===== config.mk =====
export PLATFORM = sky130hd
export DESIGN_NAME = data_mem_arbiter
export DESIGN_NICKNAME = d
export VERILOG_FILES = /design/src/rtl/data_mem_arbiter.sv
export SDC_FILE = /design/constraint.sdc
export NUM_CORES = 1
export LEC_CHECK = 0
export BUFFER_PORTS_ARGS = -buffer_cell sky130_fd_sc_hd__buf_2
export CAP_MARGIN = 20
export CORE_AREA = 2 2 94 96
export CTS_CLUSTER_DIAMETER = 60
export DETAILED_ROUTE_END_ITERATION = 10
export DIE_AREA = 0 0 96 98
export PLACE_DENSITY = 0.58
export SYNTH_ARGS = -nofsm -noshare
export SYNTH_HDL_FRONTEND = slang
export SYNTH_SLANG_ARGS = --single-unit

===== constraint.sdc =====
create_clock -name clk -period 1.69 [get_ports clk]
set_input_delay 0.0845 -clock clk [delete_from_list [all_inputs] [get_ports clk]]
set_output_delay 0.0845 -clock clk [all_outputs]
set_load 0.02 [all_outputs]

===== src/rtl/data_mem_arbiter.sv =====
// rtl/data_mem_arbiter.sv - round-robin arbiter/controller for the shared data RAM
module data_mem_arbiter #(
  parameter int CORE_COUNT = 4,
  parameter int WIDTH      = 12,
  parameter int DEPTH      = 4096,
  parameter int ADDR_WIDTH = $clog2(DEPTH)
) (
  input  logic                           clk,
  input  logic                           rst,
  input  logic [CORE_COUNT-1:0]          req,
  input  logic [CORE_COUNT-1:0]          wrEn,
  input  logic [CORE_COUNT*ADDR_WIDTH-1:0] addr,
  input  logic [CORE_COUNT*WIDTH-1:0]    dataIn,
  output logic [CORE_COUNT-1:0]          ack,
  output logic [WIDTH-1:0]               dataOut,
  output logic                           busy,
  output logic                           mem_wrEn,
  output logic [ADDR_WIDTH-1:0]          mem_addr,
  output logic [WIDTH-1:0]               mem_dataIn,
  input  logic [WIDTH-1:0]               mem_dataOut
);

  localparam int IDX_W = (CORE_COUNT > 1) ? $clog2(CORE_COUNT) : 1;

  typedef enum logic [1:0] {
    IDLE    = 2'd0,
    ISSUE   = 2'd1,
    CAPTURE = 2'd2,
    ACK     = 2'd3
  } state_t;

  state_t                state_q, state_d;
  logic [IDX_W-1:0]      rr_ptr_q, rr_ptr_d;
  logic [IDX_W-1:0]      g_q, g_d;
  logic [ADDR_WIDTH-1:0] addr_q, addr_d;
  logic [WIDTH-1:0]      data_q, data_d;
  logic                  we_q, we_d;
  logic [WIDTH-1:0]      rdata_q, rdata_d;

  logic                  found;
  logic [IDX_W-1:0]      win;
  logic [IDX_W-1:0]      idx;

  // Round-robin search: first requester at or after rr_ptr, wrapping modulo CORE_COUNT.
  always_comb begin
    found = 1'b0;
    win   = '0;
    idx   = '0;
    for (int k = 0; k < CORE_COUNT; k++) begin
      idx = IDX_W'((int'(rr_ptr_q) + k) % CORE_COUNT);
      if (!found && req[idx]) begin
        found = 1'b1;
        win   = idx;
      end
    end
  end

  // Next-state logic: one transaction at a time, loads take an extra CAPTURE cycle.
  always_comb begin
    state_d  = state_q;
    rr_ptr_d = rr_ptr_q;
    g_d      = g_q;
    addr_d   = addr_q;
    data_d   = data_q;
    we_d     = we_q;
    rdata_d  = rdata_q;
    case (state_q)
      IDLE: begin
        if (found) begin
          g_d     = win;
          addr_d  = addr[win*ADDR_WIDTH +: ADDR_WIDTH];
          data_d  = dataIn[win*WIDTH +: WIDTH];
          we_d    = wrEn[win];
          state_d = ISSUE;
        end
      end
      ISSUE:   state_d = we_q ? ACK : CAPTURE;
      CAPTURE: begin
        rdata_d = mem_dataOut;
        state_d = ACK;
      end
      ACK: begin
        rr_ptr_d = (g_q == IDX_W'(CORE_COUNT - 1)) ? '0 : g_q + 1'b1;
        state_d  = IDLE;
      end
      default: state_d = IDLE;
    endcase
  end

  // State and transaction registers; reset abandons any in-flight transaction.
  always_ff @(posedge clk or posedge rst) begin
    if (rst) begin
      state_q  <= IDLE;
      rr_ptr_q <= '0;
      g_q      <= '0;
      addr_q   <= '0;
      data_q   <= '0;
      we_q     <= 1'b0;
      rdata_q  <= '0;
    end else begin
      state_q  <= state_d;
      rr_ptr_q <= rr_ptr_d;
      g_q      <= g_d;
      addr_q   <= addr_d;
      data_q   <= data_d;
      we_q     <= we_d;
      rdata_q  <= rdata_d;
    end
  end

  // RAM drive and core-side outputs; address/data registers only change on entry to ISSUE,
  // so the RAM lines naturally hold their last values in every other state.
  always_comb begin
    ack        = '0;
    if (state_q == ACK) ack[g_q] = 1'b1;
    dataOut    = rdata_q;
    busy       = (state_q != IDLE);
    mem_wrEn   = (state_q == ISSUE) && we_q;
    mem_addr   = addr_q;
    mem_dataIn = data_q;
  end

endmodule


==> key figures, run 1 <==
Critical path
  – Critical path data arrival time: 1.86 ns
  – Slowest stage delay, CP: 0.44 ns
  – CP endpoint kind: register
  – Crit-path cells: inv_2 > a221oi_2 > o22ai_4 > buf_12 > clkbuf_16 > mux2i_1 > o221ai_1
  – Crit-path slowest cell: dfrtp_1
  – Crit Path Max Fanout: 7
  – Startpoint class of the critical path: register
  – CP required: 1.86 ns
  – Crit Path Category: reg -> reg

Clocking
  – H-tree levels: 2
  – CTS Buffer Depth: 2
  – Insertion delay to the later sink of the worst-skew pair: 0.30 ns
  – Clock transition at path regs: 0.09 ns
  – CTS root buffer: clkbuf_8
  – Sinks on Clock Net: 43
  – CTS tree: built
  – TritonCTS buffer count: 5

Timing
  – Unrepaired setup endpoints after global routing: yes
  – Setup violators final: 2
  – Crit share post-route: 1.01
  – Final min period: 1.70 ns
  – Rel. slew slack: 0.795
  – Max Slew Vio Count: 0
  – Max Freq: 0.589 GHz
  – Final hold vios: 0
  – Slew @ Worst Pin: 0.304 ns
  – Clock Skew: 0.0114 ns
  – Setup ws final: -0.00898 ns

Yosys
  – Yosys top cell area share: 0.421
  – Area leader, netlist: dfrtp_1
  – EDFF count, synth: 0
  – Post-synth top cells: mux2i_1 (50), dfrtp_1 (43), nand2_1 (32)
  – Ys Warns: 0
  – Syn Area/Cell: 11.6 µm²
  – Seq cells post-synth: 43
  – Post-synthesis sequential area ratio: 0.421
  – Top_reg_cell synth: dfrtp_1
  – Synth Instances: 221
  – Synthesized area: 2550 µm²
  – Largest cells by area after synthesis: dfrtp_1 (42%), mux2i_1 (20%), o221ai_1 (5.8%), mux2_2 (5.3%), nand2_1 (4.7%)
  – Async set-or-reset flop fraction in the synthesized netlist: 1.00
  – Synthesized Nets: 348
  – Cell with the most instances after synthesis: mux2i_1
  – Yosys cell types: 27

Global route
  – GRT Resource Usage Total: 0.146
  – Initial antenna violation count: 0
  – First-pass GRT wire length: 10,600 µm
  – Vias in the first global route: 2,184
  – Largest net degree at the start of global routing: 29
  – Gr ovfl total: 0

Power and ir drop
  – Clock power share: 0.108
  – Leak: 2.08 nW
  – Power Internal: 3.74 mW
  – Sw Ratio: 0.429
  – Power per Cell Area: 1700 nW/µm²
  – Power share of the sequential group: 0.281
  – NetSw: 2.81 mW
  – Gate power share: 0.611
  – Pwr Total: 6.55 mW
  – Worst vdd ir: 553 µV

Placement
  – Placed cells: 485
  – GPL Wtd Cong: 0.760
  – Input/output buffers: 159
  – Final HPWL DP: 5320 µm

Detailed routing
  – DRT Pass-1 Iters: 4
  – Drt total wl: 7260 µm
  – Drt drc: 0
  – ANT nets after route: 0
  – Wire length per cell: 14.3 µm
  – Vias per cell: 4.64
  – DRT iter0 DRCs: 65
  – Vias: 2,352

Finish
  – Antenna cells: 0
  – Share of cells above drive strength 1: 0.561
  – Fillers: 825
  – Final Non-Filler Cells: 507
  – Area Overhead vs Synth: 51.2%
  – Final #Nets: 525

Floorplanning
  – Core Region: 8470 µm²
  – Initial Util: 0.302
  – Die ar.: 9410 µm²
  – I/O pin count: 160
  – Die W: 96 µm
  – Die Y: 98 µm
  – Rows: 34

Flow run
  – Max-Cap Viols: 0

Status
  – Failing checks: setup timing
  – Outcome: finished, violations left

Worst hold path
  – Worst Hold Class: in -> reg
critical path, delay by kind of cell, from the launching register on:
kind                   cells  cell delay (ns)
AO/OA/AOI/OAI              3             0.55
multiplexers               1             0.17
flip-flops                 1             0.44
buffers and inverters      3             0.39
power groups by stage:
stage	sequential, mW	combinational (mW)	clock (mW)
finish	1.84	4.00	0.711
CTS	1.83	3.66	0.751
global placement	1.84	3.58	0
floorplan	2.36	2.06	0
detailed placement	1.85	3.65	0
global route	1.91	4.34	0.800
metal layers:
metal / GRT usage / vias to the layer above / share of wire
li1: - / 1160 / -
met1: 0.175 / 1103 / 0.41
met2: 0.257 / 83 / 0.52
met3: 0.0301 / 6 / 0.056
met4: 0.0429 / 0 / 0.011
met5: 0 / - / 0
worst paths after layout:
check | slack [ns] | to | depth (start not counted) | from
worst max-delay path | -0.009 | mem_dataIn[5] | 7 | rr_ptr_q[1]
worst min-delay path | 0.01 | dataOut[10] | 2 | mem_dataOut[10]
worst max register to register | -0.009 | mem_dataIn[5] | 7 | rr_ptr_q[1]
worst min register to register | 0.49 | mem_dataIn[8] | 2 | mem_dataIn[8]
max in group asynchronous | 0.90 | mem_dataIn[4] | 4 | rst
min in group asynchronous | 0.26 | dataOut[5] | 3 | rst
metrics by stage:
step,utilization,setup WS [ns],hold WS [ns],setup TNS (ns),cell area (µm²)
after CTS,0.430,0.0217,0.00125,0,3640
after detailed placement,0.413,-0.0129,0.0545,-0.0239,3490
final,0.456,-0.00898,0.0120,-0.00927,3860
after global routing,0.456,-0.0837,0.0000461,-1.23,3860
after floorplan,-,0.156,0.236,0,2550
after global placement,0.413,0.00797,0.0512,0,3490
registers in the layout, indices dropped and copies added, names as in the netlist:
name / flops
state_q: 2
mem_addr: 12
mem_dataIn: 12
rr_ptr_q: 2
we_q: 1
g_q: 2
dataOut: 12
kinds of logic (layout without fill, tap and decap cells):
logic type | count (synthesis) | after routing | share of synthesized area
flops | 43 | 43 | 0.421
buf+inv | 25 | 203 | 0.0686
mux | 62 | 62 | 0.249
compound gates | 36 | 36 | 0.136
fa+ha+maj | 9 | 9 | 0.0441
simple gates | 46 | 46 | 0.0809
cells in the final DEF, fill, tap and decap left out, types with 2 or more instances in the layout:
master | netlist | routed
clkbuf_16 | 0 | 3
o221ai_2 | 8 | 14
buf_12 | 0 | 4
nand2_1 | 32 | 32
o21ai_0 | 5 | 5
buf_2 | 5 | 159
clkbuf_8 | 0 | 6
dlygate4sd3_1 | 0 | 9
mux2_2 | 12 | 12
and2_1 | 5 | 5
buf_4 | 1 | 10
o221ai_1 | 17 | 11
ha_1 | 9 | 8
nand2b_1 | 2 | 2
mux2i_1 | 50 | 48
inv_1 | 9 | 6
dfrtp_1 | 43 | 43
inv_2 | 0 | 3
repair_timing:
| action | 4_1_cts | 5_1_grt |
|---|---|---|
| hold buffers | 4 | 5 |
| pin swaps | 0 | 6 |
| resized for setup | 1 | 15 |
| hold endpoints to repair | 16 | 5 |
| buffers inserted | 0 | 1 |
| cloned | 0 | 4 |
| setup endpoints to repair | 12 | 25 |
final cells by class:
class / count / area (µm²) / area share
Clock buffer: 6 / 82.6 / 0.0214
Clock inverter: 2 / 16.3 / 0.00421
Tap cell: 108 / 135 / 0.0350
Sequential cell: 43 / 1080 / 0.279
Timing Repair Buffer: 186 / 1130 / 0.292
Multi-Input combinational cell: 153 / 1390 / 0.360
Inverter: 9 / 33.8 / 0.00875
No activity file was read; power rests on OpenSTA's default activity.
==> run 2: changes to the inputs <==
--- a/config.mk
+++ b/config.mk
@@ -5,7 +5,7 @@
 export SDC_FILE = /design/constraint.sdc
 export NUM_CORES = 1
 export LEC_CHECK = 0
-export BUFFER_PORTS_ARGS = -buffer_cell sky130_fd_sc_hd__buf_2
+export BUFFER_PORTS_ARGS = -buffer_cell sky130_fd_sc_hd__buf_4
 export CAP_MARGIN = 20
 export CORE_AREA = 2 2 94 96
 export CTS_CLUSTER_DIAMETER = 60
==> key figures, run 2 (synthesized netlist as in run 1, its figures left out) <==
Placement
  – Placed cells: 487
  – GPL Wtd Cong: 0.748
  – Placement Cell Area: 3910 µm²
  – Setup WS pre-CTS: -0.0653 ns
  – Input/output buffers: 159
  – Final HPWL DP: 5890 µm

Global route
  – GRT busiest layer: met2
  – Met2 usage: 0.302
  – Vias in the first global route: 2,477
  – First-pass GRT wire length: 12,100 µm
  – Largest net degree at the start of global routing: 24
  – GRT Resource Usage Total: 0.167
  – GR Util met1: 0.195
  – Initial antenna violation count: 0
  – Gr ovfl total: 0
  – Met3 Use GR: 0.0332

Clocking
  – CTS tree: built
  – Insertion delay to the later sink of the worst-skew pair: 0.30 ns
  – CTS Buffer Depth: 2
  – TritonCTS buffer count: 5
  – H-tree levels: 2
  – Sinks on Clock Net: 43
  – Clock transition at path regs: 0.09 ns
  – CTS root buffer: clkbuf_8

Finish
  – Share of cells above drive strength 1: 0.585
  – Most common cell after layout, fill and taps aside: buf_4
  – Antenna cells: 0
  – FF+latch area: 1080 µm²
  – Final Non-Filler Cells: 513
  – Fin area: 4410 µm²
  – Area of the multi-input gates: 1440 µm²
  – Area Overhead vs Synth: 72.7%
  – Commonest non-fill, non-tap cells in the layout: buf_4 (173), dfrtp_1 (43), mux2i_1 (40)
  – Final Util: 0.521
  – Fillers: 767
  – Final #Nets: 531

Detailed routing
  – ANT nets after route: 0
  – DRT Pass-1 Iters: 4
  – Vias per cell: 4.72
  – Wire length per cell: 15.3 µm
  – Drt total wl: 7860 µm
  – DRT iter0 DRCs: 67
  – Drt drc: 0
  – Vias: 2,420

Critical path
  – Crit Path Max Fanout: 5
  – CP endpoint kind: register
  – R2r startpoint: rr_ptr_q[1]
  – Startpoint class of the critical path: register
  – CP required: 1.86 ns
  – CP Launch Point: rr_ptr_q[1]
  – Crit Path Category: reg -> reg
  – Critical path data arrival time: 1.80 ns

Timing
  – Max Slew Vio Count: 0
  – Max Freq: 0.612 GHz
  – Unrepaired setup endpoints after global routing: yes
  – Crit share post-route: 0.966
  – Clock Skew: 0.0121 ns
  – Final min period: 1.63 ns
  – Final hold vios: 0
  – Slew @ Worst Pin: 0.514 ns
  – Rel. slew slack: 0.657
  – Setup ws final: 0.0569 ns
  – Setup violators final: 0

Power and ir drop
  – Pwr Total: 7.33 mW
  – Worst vdd ir: 626 µV
  – Leak: 2.25 nW
  – Power per Cell Area: 1660 nW/µm²

Status
  – Outcome: finished, final reports clean

Floorplanning
  – Initial Util: 0.302
  – Die W: 96 µm
  – Die ar.: 9410 µm²
  – Rows: 34
  – Die Y: 98 µm
  – I/O pin count: 160
  – Core Region: 8470 µm²

Flow run
  – Max-Cap Viols: 0

Worst hold path
  – Hold Crit Start: mem_dataOut[8]
  – Worst Hold Class: in -> reg
[run 2: cell count changes in the layout (fill, tap and decap cells not counted), sizes merged]
cell / change
inv: +1
clkbuf: -1
buf: +8
dlygate4sd3: -2
bufinv: +1
clkinv: -1
[run 2: area by class of cell]
| cell class | instances | area share |
|---|---|---|
| timing repair buffer | 192 | 0.366 |
| multi-input combinational | 153 | 0.326 |
| sequential | 43 | 0.244 |
| tap | 108 | 0.0306 |
| clock buffer | 5 | 0.0156 |
| clock inverter | 3 | 0.0105 |
| inverter | 9 | 0.00766 |
[run 2: worst paths after layout]
path                                       end  slack, ns  depth (start not counted)
max in group asynchronous       mem_dataIn[11]       0.76                          4
worst min-delay path                dataOut[8]       0.01                          2
worst min register to register     mem_addr[9]       0.49                          2
min in group asynchronous          mem_addr[0]       0.37                          3
worst max register to register   mem_dataIn[4]       0.06                          7
worst max-delay path             mem_dataIn[4]       0.06                          7
[run 2: critical path, stage by stage (launching register included)]
cell and delay (ns):
dfrtp_1 0.44, inv_2 0.08, a221oi_4 0.23, o22ai_4 0.14
buf_12 0.16, clkbuf_16 0.16, mux2i_1 0.18, o221ai_2 0.11
[run 2: through the flow]
stage	hold WS, ns	setup TNS [ns]
global placement	0.159	0
global route	0.00664	-0.297
detailed placement	0.167	-0.314
finish	0.0146	0
CTS	0.0000338	0
floorplan	0.236	0
[run 2: layer usage]
layer	vias up	wire [µm]
li1	1177	-
met1	1140	2980
met2	94	4210
met3	9	531
met4	0	139
met5	-	0
[run 2: what timing repair did]
| item | 4_1_cts | 5_1_grt |
|---|---|---|
| setup buffers | 5 | 1 |
| endpoints found under the setup margin | 25 | 25 |
| endpoints found under the hold margin | 24 | 3 |
| pin swaps | 2 | 18 |
| gates resized for setup | 8 | 23 |
| gates cloned | 2 | 3 |
| hold buffers | 4 | 3 |
[run 2: power by group]
group | total, mW | switching [mW] | internal, mW
clock | 0.832 | 0.386 | 0.446
sequential | 1.87 | 0.310 | 1.56
combinational | 4.64 | 2.22 | 2.42
==> run 3: changes to the inputs <==
--- a/config.mk
+++ b/config.mk
@@ -12,6 +12,7 @@
 export DETAILED_ROUTE_END_ITERATION = 10
 export DIE_AREA = 0 0 96 98
 export PLACE_DENSITY = 0.58
+export REMOVE_ABC_BUFFERS = 1
 export SYNTH_ARGS = -nofsm -noshare
 export SYNTH_HDL_FRONTEND = slang
 export SYNTH_SLANG_ARGS = --single-unit
==> key figures, run 3 (synthesized netlist as in run 1, its figures left out) <==
Status
  – Outcome: finished, final reports clean

Worst hold path
  – Worst Hold Path EP: dataOut[7]
  – Hold Crit Start: mem_dataOut[7]
  – Worst hold path depth: 2
  – Worst Hold Class: in -> reg

Global route
  – First-pass GRT wire length: 11,700 µm
  – Initial antenna violation count: 0
  – Gr ovfl total: 0
  – Largest net degree at the start of global routing: 33
  – GRT Resource Usage Total: 0.157
  – Vias in the first global route: 2,473

Timing
  – Crit share post-route: 0.966
  – Final min period: 1.63 ns
  – Clock Skew: 0.00170 ns
  – Slew @ Worst Pin: 0.492 ns
  – Max Slew Vio Count: 0
  – Max Freq: 0.613 GHz
  – Setup ws final: 0.0577 ns
  – Setup violators final: 0
  – Rel. slew slack: 0.672
  – Final hold vios: 0
  – Unrepaired setup endpoints after global routing: yes

Detailed routing
  – DRT iter0 DRCs: 64
  – Drt drc: 0
  – DRT Pass-1 Iters: 4
  – Vias per cell: 4.82
  – Vias: 2,392
  – Wire length per cell: 15.7 µm
  – Drt total wl: 7800 µm
  – ANT nets after route: 0

Floorplanning
  – Initial Util: 0.302
  – Rows: 34
  – Die ar.: 9410 µm²
  – Core Region: 8470 µm²
  – Die W: 96 µm
  – Die Y: 98 µm
  – I/O pin count: 160

Critical path
  – Reg2Reg Depth: 7
  – WP buf/inv: 2
  – CP top delay family: flip-flops
  – End of the worst register-to-register path: mem_addr[5]
  – CP endpoint kind: register
  – Critical path data arrival time: 1.81 ns
  – Crit-path cells: nor2b_2 > nor3_2 > o22ai_4 > buf_12 > clkbuf_16 > mux2i_1 > o221ai_2
  – Setup slack, reg-to-reg: 0.06 ns
  – Slowest stage delay, CP: 0.41 ns
  – Startpoint class of the critical path: register
  – Crit Path Category: reg -> reg
  – R2r startpoint: rr_ptr_q[0]
  – Crit-path slowest cell: dfrtp_1
  – Crit Path Max Fanout: 8
  – CP required: 1.86 ns

Placement
  – Final HPWL DP: 5500 µm
  – Placed cells: 482
  – Setup WS pre-CTS: -0.0658 ns
  – Input/output buffers: 159
  – GPL Wtd Cong: 0.806

Power and ir drop
  – Pwr Total: 6.93 mW
  – Power per Cell Area: 1660 nW/µm²
  – Worst vdd ir: 640 µV
  – Leak: 2.16 nW

Finish
  – FF+latch area: 1080 µm²
  – Fillers: 808
  – Final Util: 0.493
  – Final Non-Filler Cells: 496
  – Commonest non-fill, non-tap cells in the layout: buf_4 (164), mux2i_1 (44), dfrtp_1 (42)
  – Final #Nets: 514
  – Area Overhead vs Synth: 63.4%
  – Antenna cells: 0
  – Area of the multi-input gates: 1380 µm²
  – Most common cell after layout, fill and taps aside: buf_4
  – Share of cells above drive strength 1: 0.572

Clocking
  – CTS root buffer: clkbuf_8
  – Sinks on Clock Net: 43
  – CTS Buffer Depth: 2
  – H-tree levels: 2
  – Insertion delay to the later sink of the worst-skew pair: 0.29 ns
  – TritonCTS buffer count: 5
  – Clock transition at path regs: 0.08 ns
  – CTS tree: built

Flow run
  – Max-Cap Viols: 0
[run 3: per-layer routing]
| layer | vias to the layer above | global-route usage | wire [µm] |
|---|---|---|---|
| li1 | 1139 | - | - |
| met1 | 1154 | 0.197 | 3200 |
| met2 | 95 | 0.265 | 3940 |
| met3 | 4 | 0.0463 | 610 |
| met4 | 0 | 0.0330 | 48 |
| met5 | - | 0 | 0 |
[run 3: worst max-delay path by stage]
| stage | slack [ns] | startpoint | endpoint | cells past startpoint |
|---|---|---|---|---|
| 2_1_floorplan | -3.18 | rr_ptr_q[0] | mem_addr[0] | 5 |
| 3_3_place_gp | -0.02 | rr_ptr_q[1] | mem_addr[1] | 6 |
| 3_5_place_dp | -0.07 | rr_ptr_q[0] | mem_dataIn[11] | 6 |
| 4_1_cts | 0.008 | rr_ptr_q[0] | mem_dataIn[2] | 6 |
| 5_1_grt | -0.03 | rr_ptr_q[0] | mem_addr[5] | 7 |
| 6_report | 0.06 | rr_ptr_q[0] | mem_addr[5] | 7 |
[run 3: what timing repair did]
action                                  4_1_cts  5_1_grt
resized for setup                             4       20
endpoints found under the setup margin       19       25
gates cloned                                  0        4
buffers inserted                              0        1
hold buffers                                  1        0
endpoints found under the hold margin        19        0
pin swaps                                     0        7
[run 3: layout make-up]
class	count	area share
tap	108	0.0324
multi-input combinational	153	0.331
sequential	43	0.258
inverter	9	0.00810
clock buffer	8	0.0240
timing repair buffer	175	0.347
[run 3: worst register-to-register path, stage by stage (launching register included)]
cell and delay, ns:
dfrtp_1 0.41, nor2b_2 0.17, nor3_2 0.07, o22ai_4 0.15, buf_12 0.17, clkbuf_16 0.18
mux2i_1 0.24, o221ai_2 0.11
[run 3: power by group]
group | leakage, nW | total, mW | internal [mW] | switching (mW)
registers | 0.520 | 1.86 | 1.56 | 0.304
logic | 1.59 | 4.34 | 2.16 | 2.17
clock network | 0.0515 | 0.729 | 0.374 | 0.356
total | 2.16 | 6.93 | 4.09 | 2.83
[run 3: through the flow]
stage          hold slack (ns)  setup TNS [ns]  instance area (µm²)
6_report                0.0214               0                 4170
2_1_floorplan            0.236          -81.96                 2410
3_5_place_dp             0.147          -0.451                 3870
4_1_cts                0.00928               0                 4000
5_1_grt                0.00865          -0.229                 4170
3_3_place_gp             0.141         -0.0219                 3870
